$ cat config.mk
export PLATFORM = sky130hd
export DESIGN_NAME = iterative_divider
export DESIGN_NICKNAME = d
export VERILOG_FILES = /design/src/rtl/mul_div_pkg.sv /design/src/rtl/div_step.sv /design/src/rtl/iterative_divider.sv
export SDC_FILE = /design/constraint.sdc
export NUM_CORES = 1
export LEC_CHECK = 0
export BUFFER_PORTS_ARGS = -buffer_cell sky130_fd_sc_hd__buf_2
export CORE_MARGIN = 2
export CORE_UTILIZATION = 45
export DETAILED_ROUTE_END_ITERATION = 10
export HOLD_SLACK_MARGIN = 0.05
export PLACE_DENSITY = 0.59
export RECOVER_POWER = 100
export SLEW_MARGIN = 20
export SYNTH_ARGS = -nofsm -noshare
export SYNTH_HDL_FRONTEND = slang
export SYNTH_SLANG_ARGS = --single-unit
$ cat constraint.sdc
create_clock -name clk -period 4.69 [get_ports clk]
set_input_delay 0.2345 -clock clk [delete_from_list [all_inputs] [get_ports clk]]
set_output_delay 0.2345 -clock clk [all_outputs]
set_load 0.02 [all_outputs]
$ cat src/rtl/mul_div_pkg.sv
// mul_div_pkg: shared XLEN, RV32M funct3 encodings and divider state type
package mul_div_pkg;
  localparam int XLEN = 32;
  localparam int CNT_W = $clog2(XLEN) + 1;
  localparam logic [2:0] CTRL_DIV  = 3'b100;
  localparam logic [2:0] CTRL_DIVU = 3'b101;
  localparam logic [2:0] CTRL_REM  = 3'b110;
  localparam logic [2:0] CTRL_REMU = 3'b111;
  typedef enum logic [1:0] {IDLE, CALC, FIX, DONE} div_state_t;
endpackage

$ cat src/rtl/div_step.sv
// div_step: one restoring division step {rem_in, quo_in, divisor} -> {rem_out, quo_out}
module div_step
  import mul_div_pkg::*;
(
  input  logic [XLEN-1:0] rem_in,
  input  logic [XLEN-1:0] quo_in,
  input  logic [XLEN-1:0] divisor,
  output logic [XLEN-1:0] rem_out,
  output logic [XLEN-1:0] quo_out
);
  logic [XLEN:0] w_part;
  logic          w_ge;
  assign w_part = {rem_in, quo_in[XLEN-1]};
  assign w_ge   = w_part >= {1'b0, divisor};
  always_comb begin
    rem_out = w_ge ? XLEN'(w_part - {1'b0, divisor}) : w_part[XLEN-1:0];
    quo_out = {quo_in[XLEN-2:0], w_ge};
  end
endmodule

$ cat src/rtl/iterative_divider.sv
// iterative_divider: radix-2 RV32M DIV/DIVU/REM/REMU; in start/dividend/divisor/MUL_DIV_ctrl, out DIV_out/DIV_done/DIV_busy
module iterative_divider
  import mul_div_pkg::*;
(
  input  logic            clk,
  input  logic            rst,
  input  logic            start,
  input  logic [XLEN-1:0] dividend,
  input  logic [XLEN-1:0] divisor,
  input  logic [2:0]      MUL_DIV_ctrl,
  output logic [XLEN-1:0] DIV_out,
  output logic            DIV_done,
  output logic            DIV_busy
);
  localparam logic [XLEN-1:0] INT_MIN = {1'b1, {(XLEN-1){1'b0}}};
  div_state_t       r_state;
  logic [CNT_W-1:0] r_count;
  logic [XLEN-1:0]  r_rem, r_quo, r_dvsr;
  logic             r_qneg, r_rneg, r_want_rem;
  logic             w_signed, w_sd, w_ss, w_want_rem, w_special;
  logic [XLEN-1:0]  w_abs_a, w_abs_b, w_special_val, w_rem_nx, w_quo_nx, w_fix;
  assign w_signed   = ~MUL_DIV_ctrl[0];
  assign w_want_rem = MUL_DIV_ctrl[1];
  assign w_sd       = w_signed & dividend[XLEN-1];
  assign w_ss       = w_signed & divisor[XLEN-1];
  assign w_abs_a    = w_sd ? -dividend : dividend;
  assign w_abs_b    = w_ss ? -divisor : divisor;
  // divide-by-zero and signed overflow bypass the iteration entirely
  assign w_special  = (divisor == '0) | (w_signed & (dividend == INT_MIN) & (&divisor));
  assign w_special_val = (divisor == '0) ? (w_want_rem ? dividend : '1)
                                         : (w_want_rem ? '0 : INT_MIN);
  assign w_fix = r_want_rem ? (r_rneg ? -r_rem : r_rem) : (r_qneg ? -r_quo : r_quo);
  div_step u_step (
    .rem_in  (r_rem),
    .quo_in  (r_quo),
    .divisor (r_dvsr),
    .rem_out (w_rem_nx),
    .quo_out (w_quo_nx)
  );
  always_ff @(posedge clk or posedge rst) begin
    if (rst) begin
      r_state    <= IDLE;
      r_count    <= '0;
      r_rem      <= '0;
      r_quo      <= '0;
      r_dvsr     <= '0;
      r_qneg     <= 1'b0;
      r_rneg     <= 1'b0;
      r_want_rem <= 1'b0;
      DIV_out    <= '0;
      DIV_done   <= 1'b0;
      DIV_busy   <= 1'b0;
    end else begin
      DIV_done <= 1'b0;
      case (r_state)
        IDLE: if (start && MUL_DIV_ctrl[2]) begin
          r_dvsr     <= w_abs_b;
          r_qneg     <= w_sd ^ w_ss;
          r_rneg     <= w_sd;
          r_want_rem <= w_want_rem;
          r_count    <= '0;
          r_rem      <= '0;
          r_quo      <= w_abs_a;
          DIV_busy   <= 1'b1;
          if (w_special) begin
            DIV_out  <= w_special_val;
            DIV_done <= 1'b1;
            r_state  <= DONE;
          end else begin
            r_state  <= CALC;
          end
        end
        CALC: begin
          r_rem   <= w_rem_nx;
          r_quo   <= w_quo_nx;
          r_count <= r_count + 1'b1;
          if (r_count == CNT_W'(XLEN-1)) r_state <= FIX;
        end
        FIX: begin
          DIV_out  <= w_fix;
          DIV_done <= 1'b1;
          r_state  <= DONE;
        end
        DONE: begin
          DIV_busy <= 1'b0;
          r_state  <= IDLE;
        end
        default: r_state <= IDLE;
      endcase
    end
  end
endmodule

==> results.yml, run 1 <==
critical_path:
  crit_type: "reg2reg"
  r2r_end: "r_rem[4]$_DFFE_PP0P_"
  start_kind: "flip-flop"
  arrival_ns: 4.19
  r2r_slack_ns: 0.80
  endpoint: "r_rem[4]$_DFFE_PP0P_"
  path_max_fanout: 37
  reg2reg_depth: 11
  required_ns: 4.99
  r2r_start: "r_rem[2]$_DFFE_PP0P_"
  startpoint: "r_rem[2]$_DFFE_PP0P_"
  end_kind: "flip-flop"
power_and_ir_drop:
  p_leak_nw: 5.24
  irDropWorstVdd_v: 0.000353
  seqPwrFrac: 0.254
  power.density_nw_per_um2: 785
  sw_frac_of_total: 0.482
  power.switching_mw: 4.65
  p_comb_frac: 0.596
  intPower_mw: 4.99
  pwr-share-clk: 0.151
layout:
  drive_gt1_frac: 0.0976
  antenna-diode-count: 0
  fin_nets: 1546
  nFillCells: 2392
  final_util: 0.510
  area_growth_pct: 11.8
global_route:
  grt_pass1_wl_mm: 50.9
  grt_start_max_net_pins: 99
  grt_usage: 0.246
  grt_overflow: 0
  antenna_found_initial: 0
  first_global_vias: 9419
drt:
  firstDrtPassIters: 7
  drt_iter0_drc: 695
  ant_nets: 0
  drt-total-wl_mm: 30.9
  drc_errors: 0
  post_drt_wl_per_cell_um: 17.5
  dr_total_vias: 10010
  routed_via_density: 5.66
sta:
  finalCriticalPeriod_ns: 3.89
  fmax_ghz: 0.257
  setup_viol: 0
  holdWs_ns: 0.121
  drv_slew: 99
  finalHoldViolCount: 0
  fin_skew_ns: 0.0113
  grt_setup_unrepaired: "no"
  tightest_slew_ns: 2.19
  maxSlewHeadroom: -0.458
  min_period_over_period: 0.830
  setup-tns-final_ns: 0
logic_synthesis:
  syn_avg_cell_area_sq_um: 8.05
  synth_top_cell_by_area: "dfrtp_1"
  synth_edf_count: 0
  mappedNetlistNets: 1478
  synth_area_sq_um: 11000
  yosys.area.top_type_share: 0.321
  yosysSeqAreaShare: 0.321
  synth-async-reset-ratio: 1.00
  ys_warn_count: 0
  ys_types: 69
  synth-seq-cells: 141
  synth_ff_type: "dfrtp_1"
  synth_cells: 1365
  synthTopCellsByArea: "dfrtp_1 (32%), o21ai_0 (6.7%), xnor2_1 (6.5%), nand2_1 (6.2%), xor2_1 (5.4%)"
die:
  dieArea_sq_um: 25700
  start_util: 0.456
  fp-row-count: 57
  die_w_um: 160
  coreArea_sq_um: 24100
  fp.dieH_um: 160
  pin_count: 104
clock_network:
  htree_levels: 4
  clockRootBuffer: "clkbuf_16"
  numCtsBuffers: 17
  clock_sinks: 141
  clk_path_buf_depth: 2
  cts_tree: "built"
  clkTransAtPathRegs_ns: 0.06
  post_cts_buffers: 0
  clk_latency_ns: 0.43
  cts_resized: 0
placement:
  io_buffers: 103
  gp_congestion: 0.907
  hpwl_mm: 22.7
min_path:
  hold_path_class: "in2reg"
outcome:
  failed_checks: "max-capacitance violations, max-slew violations"
  status: "finished with violations"
run:
  drv_cap: 1
-- power groups by stage --
| stage | clock (mW) | combinational, mW | sequential (mW) |
|---|---|---|---|
| global placement | 0 | 5.69 | 2.44 |
| finish | 1.45 | 5.74 | 2.45 |
| CTS | 1.47 | 5.78 | 2.44 |
| detailed placement | 0 | 5.74 | 2.45 |
| global route | 1.53 | 6.41 | 2.55 |
| floorplan | 0 | 4.37 | 2.38 |
-- flip-flops by register name (all words and copies together), names as in the netlist --
signal,flops
DIV_out,32
DIV_done,1
r_want_rem,1
r_dvsr,32
r_quo,32
r_count,6
r_qneg,1
r_rem,32
r_state,2
r_rneg,1
DIV_busy,1
-- cells by family (layout without fill, tap and decap cells) --
logic type,after synthesis,count (layout),synth area share
AND/OR/NAND/NOR,421,421,0.182
XOR/XNOR,149,149,0.119
multiplexers,31,31,0.0285
flip-flops,141,141,0.321
adder cells (fa/ha/maj),43,43,0.0497
buffers and inverters,136,216,0.0506
AO/OA/AOI/OAI,444,444,0.249
-- worst min-delay path by stage --
stage                            startpoint  slack [ns]  cells after the start                       to
global route                     divisor[0]        0.12                      3    r_dvsr[0]$_DFFE_PP0P_
CTS                         MUL_DIV_ctrl[0]        0.12                      2       r_qneg$_DFFE_PP0P_
detailed placement  DIV_out[25]$_DFFE_PP0P_        0.45                      2  DIV_out[25]$_DFFE_PP0P_
finish                          divisor[11]        0.12                      3   r_dvsr[11]$_DFFE_PP0P_
floorplan                   MUL_DIV_ctrl[0]        0.33                      1       r_qneg$_DFFE_PP0P_
global placement    DIV_out[25]$_DFFE_PP0P_        0.45                      2  DIV_out[25]$_DFFE_PP0P_
-- final cells by class --
type                            count  area, sq um  share of cell area
Clock buffer                       20          457              0.0372
Clock inverter                     11          166              0.0135
Inverter                           64          244              0.0199
Multi-Input combinational cell   1088         6890               0.561
Sequential cell                   141         3530               0.287
Tap cell                          324          405              0.0330
Timing Repair Buffer              121          592              0.0482
-- cell usage in the layout, fill, tap and decap left out, drive strengths merged, types with 5 or more instances in the layout --
cell | netlist | routed
a31oi | 8 | 8
nand4 | 17 | 17
xnor2 | 81 | 81
o21bai | 5 | 5
nand2 | 182 | 182
a22o | 16 | 16
inv | 61 | 60
dfrtp | 141 | 141
o22ai | 15 | 15
a32oi | 5 | 5
o21a | 6 | 6
a21oi | 106 | 106
ha | 42 | 42
clkinv | 3 | 7
or4 | 15 | 15
a21o | 16 | 16
o21ai | 171 | 171
nor4 | 8 | 8
o211ai | 16 | 16
or2 | 7 | 7
mux2i | 29 | 29
o31ai | 39 | 39
clkbuf | 54 | 62
xor2 | 68 | 68
nand2b | 9 | 9
nor2 | 98 | 98
buf | 18 | 78
nor3 | 20 | 20
nand3 | 14 | 14
o41ai | 11 | 11
or3 | 26 | 26
a211oi | 11 | 11
and3 | 6 | 6
-- per-stage QoR --
stage	cells	power [mW]	setup WS, ns	area [sq um]
after global placement	1737	8.13	1.25	11700
final	1769	9.64	0.796	12300
after CTS	1769	9.68	1.17	12400
after floorplan	1365	6.75	0.674	11000
after global routing	1769	10.5	0.495	12300
after detailed placement	1737	8.19	1.19	11700
-- critical path: stages, from the launching register on --
cell and delay [ns]:
dfrtp_1 0.47, ha_1 0.41, a21o_1 0.23, or2_0 0.20
o211ai_1 0.25, a21boi_1 0.15, o211ai_1 0.30, a211oi_1 0.14
o41ai_2 0.32, clkbuf_2 0.88, mux2i_1 0.29, o21ai_0 0.10
-- cell usage after synthesis, types with 5 or more instances --
master,number
buf_1,5
o211ai_1,16
mux2i_1,29
a22o_1,16
xor2_1,68
or4_1,11
and3_1,6
nor2_1,98
or2_2,6
a32oi_1,5
or3_1,19
a31oi_1,8
nand2b_1,9
xnor2_1,81
or3_4,7
o21ai_1,23
buf_2,6
o22ai_1,14
a21oi_1,106
nand4_1,17
o21ai_0,148
inv_1,61
nand2_1,182
o31ai_1,34
a21o_1,16
o41ai_1,11
clkbuf_1,54
o21a_1,6
dfrtp_1,141
nand3_1,14
ha_1,42
a211oi_1,10
nor3_1,19
o21bai_1,5
nor4_1,6
-- routing by layer --
layer | wire [um] | global-route usage
met1 | 14900 | 0.354
met2 | 13800 | 0.382
met3 | 1440 | 0.0371
met4 | 747 | 0.0766
met5 | 0 | 0
-- repair_timing --
item,CTS,global route
hold buffers,1,0
endpoints found under the setup margin,0,0
endpoints found under the hold margin,7,0
No activity file was read; power rests on OpenSTA's default activity.
==> inputs of run 2 (changes only) <==
==> constraint.sdc (replaced) <==
create_clock -name clk -period 3.97 [get_ports clk]
set_input_delay 0.1985 -clock clk [delete_from_list [all_inputs] [get_ports clk]]
set_output_delay 0.1985 -clock clk [all_outputs]
set_load 0.02 [all_outputs]
==> run 2 against run 1 <==
Compared with the run above:
- the run still ends with max-capacitance violations, max-slew violations left
- routed wire length is 0.32% higher
- die area stayed put
- critical path depth is 1 lower
- cell area is 0.12% lower
- via count is 1.4% higher
- total power is 17% higher
- cell count is 0.17% higher
- critical path type is now in2reg
- highest routed layer unchanged
==> results.yml, run 2 (same netlist as run 1, synthesis figures left out) <==
drt:
  routed_via_density: 5.73
  drc_errors: 0
  firstDrtPassIters: 5
  dr_total_vias: 10154
  drt_iter0_drc: 709
  drt-total-wl_mm: 31.0
  post_drt_wl_per_cell_um: 17.5
  ant_nets: 0
sta:
  timing.final.ws_setup_ns: 0.337
  maxSlewHeadroom: -0.682
  fin_skew_ns: 0.0101
  grt_setup_unrepaired: "no"
  setup_viol: 0
  finalHoldViolCount: 0
  fmax_ghz: 0.275
  drv_slew: 212
  min_period_over_period: 0.915
  tightest_slew_ns: 2.52
  finalCriticalPeriod_ns: 3.63
  setup-tns-final_ns: 0
critical_path:
  cp_num_buf_inv: 2
  cpMostUsedCell: "or4_1"
  arrival_ns: 3.93
  crit_type: "in2reg"
  r2r_slack_ns: 0.47
  crit_path_top_delay_cell: "or4_1"
  end_kind: "flip-flop"
  critical-path-top-delay-family: "simple AND/OR/NAND/NOR gates"
  path_max_fanout: 29
  path_cells: "clkbuf_1 -> or4_1 -> or4_1 -> nor3_1 -> nand4_1 -> nor3b_1 -> o21ai_0 -> a21boi_1 -> buf_16 -> mux2_1"
  start_kind: "input port"
  required_ns: 4.27
  max_stage_delay_ns: 0.65
placement:
  pre_cts_slack_ns: 0.378
  hpwl_mm: 23.1
  gp_congestion: 0.905
  io_buffers: 103
clock_network:
  clk_path_buf_depth: 2
  clock_sinks: 141
  cts_tree: "built"
  numCtsBuffers: 17
  clkTransAtPathRegs_ns: 0.06
  clockRootBuffer: "clkbuf_16"
  htree_levels: 4
  post_cts_buffers: 0
  ctsHoldBuffers: 1
  cts_resized: 0
  clk_latency_ns: 0.43
min_path:
  hold_path_class: "in2reg"
die:
  start_util: 0.456
  fp-row-count: 57
  coreArea_sq_um: 24100
  die_w_um: 160
  pin_count: 104
  dieArea_sq_um: 25700
  fp.dieH_um: 160
global_route:
  grt_pass1_wl_mm: 51.5
  grt_start_max_net_pins: 96
  grt_overflow: 0
  grt_usage: 0.247
  antenna_found_initial: 0
  first_global_vias: 9603
layout:
  fin_nets: 1548
  layout_commonest_cell: "nand2_1"
  antenna-diode-count: 0
  drive_gt1_frac: 0.0967
  final_cell_mix: "nand2_1 (182), o21ai_0 (158), dfrtp_1 (141)"
  area_growth_pct: 11.7
power_and_ir_drop:
  p_leak_nw: 5.25
  power.density_nw_per_um2: 920
  irDropWorstVdd_v: 0.000395
run:
  drv_cap: 4
outcome:
  failed_checks: "max-capacitance violations, max-slew violations"
  status: "finished with violations"
-- run 2: changes by cell type in the layout (fill, tap and decap cells not counted), sizes merged --
| cell | previous run | this run |
|---|---|---|
| buf | 78 | 81 |
| clkbuf | 62 | 67 |
| bufinv | 4 | 1 |
| clkinvlp | 4 | 2 |
-- run 2: where the power goes --
part / total, mW / switching (mW) / internal, mW
combinational: 6.80 / 4.01 / 2.78
sequential: 2.93 / 0.834 / 2.10
clock: 1.56 / 0.617 / 0.942
total: 11.3 / 5.46 / 5.82
-- run 2: tightest hold or removal path, stage by stage --
cell      delay (ns)
buf_2           0.12
o221ai_2        0.11
nand2_1         0.07
-- run 2: through the flow --
stage | area, sq um | hold slack (ns) | utilization | cells | power (mW)
global route | 12300 | 0.102 | 0.509 | 1772 | 12.3
floorplan | 11000 | 0.294 | - | 1365 | 7.97
global placement | 11800 | 0.152 | 0.489 | 1738 | 9.68
finish | 12300 | 0.0988 | 0.509 | 1772 | 11.3
CTS | 12400 | 0.0884 | 0.514 | 1772 | 11.4
detailed placement | 11800 | 0.156 | 0.490 | 1739 | 9.76
-- run 2: path summary, 6_finish.rpt --
| kind | from | end | depth (start not counted) |
|---|---|---|---|
| min reg2reg | DIV_out[5]$_DFFE_PP0P_ | DIV_out[5]$_DFFE_PP0P_ | 1 |
| min in group asynchronous | rst | DIV_out[11]$_DFFE_PP0P_ | 3 |
| max | dividend[5] | DIV_out[8]$_DFFE_PP0P_ | 10 |
| max in group asynchronous | rst | r_count[5]$_DFFE_PP0P_ | 4 |
| max reg2reg | r_rem[2]$_DFFE_PP0P_ | r_rem[12]$_DFFE_PP0P_ | 11 |
| min | dividend[25] | DIV_out[25]$_DFFE_PP0P_ | 3 |
-- run 2: metal layers --
metal | vias up | global-route usage | wire, um
met2 | 293 | 0.394 | 14000
met4 | 0 | 0.0622 | 529
met3 | 40 | 0.0353 | 1580
met5 | - | 0 | 0
met1 | 4818 | 0.353 | 14900
li1 | 5003 | - | -
-- run 2: area by class of cell --
type                       instances  area [sq um]
tap                              324           405
inverter                          64           241
sequential                       141          3530
timing repair buffer             123           653
fill                            2429         11800
clock inverter                     6          57.6
clock buffer                      26           509
multi-input combinational       1088          6880
==> inputs of run 3 (changes only) <==
--- a/config.mk
+++ b/config.mk
@@ -8,6 +8,7 @@
 export BUFFER_PORTS_ARGS = -buffer_cell sky130_fd_sc_hd__buf_2
 export CORE_MARGIN = 2
 export CORE_UTILIZATION = 45
+export CTS_BUF_LIST = sky130_fd_sc_hd__clkbuf_4
 export DETAILED_ROUTE_END_ITERATION = 10
 export HOLD_SLACK_MARGIN = 0.05
 export PLACE_DENSITY = 0.59
==> run 3 against run 2 <==
Compared with the run above:
- the flow still finishes with violations (max-capacitance violations, max-slew violations)
- clock skew up 0.013 ns
- total power shrank 6.1%
- die area unchanged
- cell count increased by 2.8%
- highest routed layer unchanged
- sequential share of layout area fell by 0.34 points
- count of clock-buffer cells in the layout decreased by 5
- combinational power is essentially flat
- fmax fell by 3.0%
- via count grew 1.2%
- clock power is 45% lower
==> results.yml, run 3 (same netlist as run 1, synthesis figures left out) <==
die:
  fp-row-count: 57
  pin_count: 104
  dieArea_sq_um: 25700
  coreArea_sq_um: 24100
  start_util: 0.456
  die_w_um: 160
  fp.dieH_um: 160
power_and_ir_drop:
  p_leak_nw: 5.31
  power.density_nw_per_um2: 853
  irDropWorstVdd_v: 0.000393
sta:
  setup-tns-final_ns: 0
  tightest_slew_ns: 2.52
  holdWs_ns: 0.0816
  maxSlewHeadroom: -0.681
  grt_setup_unrepaired: "no"
  setup_viol: 0
  min_period_over_period: 0.944
  finalHoldViolCount: 0
  fmax_ghz: 0.267
  drv_slew: 198
  fin_skew_ns: 0.0232
  finalCriticalPeriod_ns: 3.75
critical_path:
  crit_type: "in2reg"
  start_kind: "input port"
  arrival_ns: 4.19
  r2r_end: "r_rem[12]$_DFFE_PP0P_"
  endpoint: "DIV_out[8]$_DFFE_PP0P_"
  startpoint: "dividend[20]"
  required_ns: 4.41
  r2r_start: "r_rem[2]$_DFFE_PP0P_"
  r2r_slack_ns: 0.43
  reg2reg_depth: 11
  end_kind: "flip-flop"
  path_max_fanout: 29
layout:
  nFillCells: 2421
  area_growth_pct: 13.1
  layout_commonest_cell: "nand2_1"
  final_cell_mix: "nand2_1 (182), o21ai_0 (157), dfrtp_1 (141)"
  fin_nets: 1597
  drive_gt1_frac: 0.0922
global_route:
  grt_pass1_wl_mm: 52.3
  grt_usage: 0.250
  antenna_found_initial: 1
  gr-usage-met2: 0.399
  grt_overflow: 0
  grt_use_met1: 0.356
  first_global_vias: 9790
  top_usage_layer: "met2"
  grt_start_max_net_pins: 96
  use_met3: 0.0353
clock_network:
  clock_sinks: 141
  htree_levels: 4
  post_cts_buffers: 0
  clkTransAtPathRegs_ns: 0.12
  clk_latency_ns: 0.56
  clk_path_buf_depth: 2
  cts_tree: "built"
  numCtsBuffers: 17
  clockRootBuffer: "clkbuf_4"
drt:
  drt-total-wl_mm: 31.4
  firstDrtPassIters: 6
  drc_errors: 0
  post_drt_wl_per_cell_um: 17.2
  dr_total_vias: 10278
  ant_nets: 0
  routed_via_density: 5.64
  drt_iter0_drc: 750
placement:
  io_buffers: 103
  gp_congestion: 0.905
  hpwl_mm: 23.1
run:
  drv_cap: 3
min_path:
  hold_path_class: "in2reg"
outcome:
  status: "finished with violations"
  failed_checks: "max-capacitance violations, max-slew violations"
[run 3: cell count changes in the layout (fill, tap and decap cells not counted), sizes merged]
cell and change:
dlygate4sd3 +49, clkinv +5, clkbuf -4, buf -1, diode +1
[run 3: layout make-up]
class,count,area [sq um],area share
clock buffers,21,158,0.0127
well taps,324,405,0.0326
inverters,64,241,0.0194
clock inverters,11,76.3,0.00615
flip-flops and latches,141,3530,0.284
diodes,1,2.50,0.000201
repair buffers,172,1140,0.0919
multi-input cells,1088,6870,0.553
[run 3: per-stage QoR]
stage	setup WS [ns]	instance area, sq um	total power [mW]	util	instances
after floorplan	0.928	11000	7.97	-	1365
after global placement	0.434	11800	9.68	0.489	1738
after detailed placement	0.378	11800	9.76	0.490	1739
after CTS	0.496	12600	10.7	0.521	1821
after global routing	0.138	12400	11.6	0.515	1822
final	0.223	12400	10.6	0.515	1822
[run 3: power breakdown]
group | internal [mW] | switching [mW]
Combinational | 2.82 | 4.00
Sequential | 2.09 | 0.832
Clock | 0.323 | 0.534
Total | 5.23 | 5.37
[run 3: worst min-delay path by stage]
stage,slack [ns],cells past startpoint,to,from
final,0.08,4,DIV_out[9]$_DFFE_PP0P_,dividend[9]
after global routing,0.08,4,r_dvsr[26]$_DFFE_PP0P_,divisor[26]
after CTS,0.05,4,DIV_out[9]$_DFFE_PP0P_,dividend[9]
after detailed placement,0.16,2,DIV_out[11]$_DFFE_PP0P_,rst
after global placement,0.15,2,DIV_out[11]$_DFFE_PP0P_,rst
after floorplan,0.29,1,r_qneg$_DFFE_PP0P_,MUL_DIV_ctrl[0]
[run 3: critical path: stages]
cell and delay, ns:
dlygate4sd3_1 0.53, buf_2 0.14, or4_4 0.54, or3_1 0.41
or3_1 0.45, nor4_1 0.43, nor3b_1 0.34, o21ai_0 0.21
a21boi_2 0.33, buf_16 0.26, mux2_1 0.32
[run 3: routing by layer]
layer | share of wire | wire length, um
met5 | 0 | 0
met4 | 0.019 | 596
met3 | 0.046 | 1450
met2 | 0.45 | 14200
met1 | 0.48 | 15100
[run 3: repair_timing]
| item | CTS | global route |
|---|---|---|
| hold buffers | 50 | 0 |
| endpoints found under the hold margin | 191 | 0 |
| gates resized for setup | 0 | 0 |
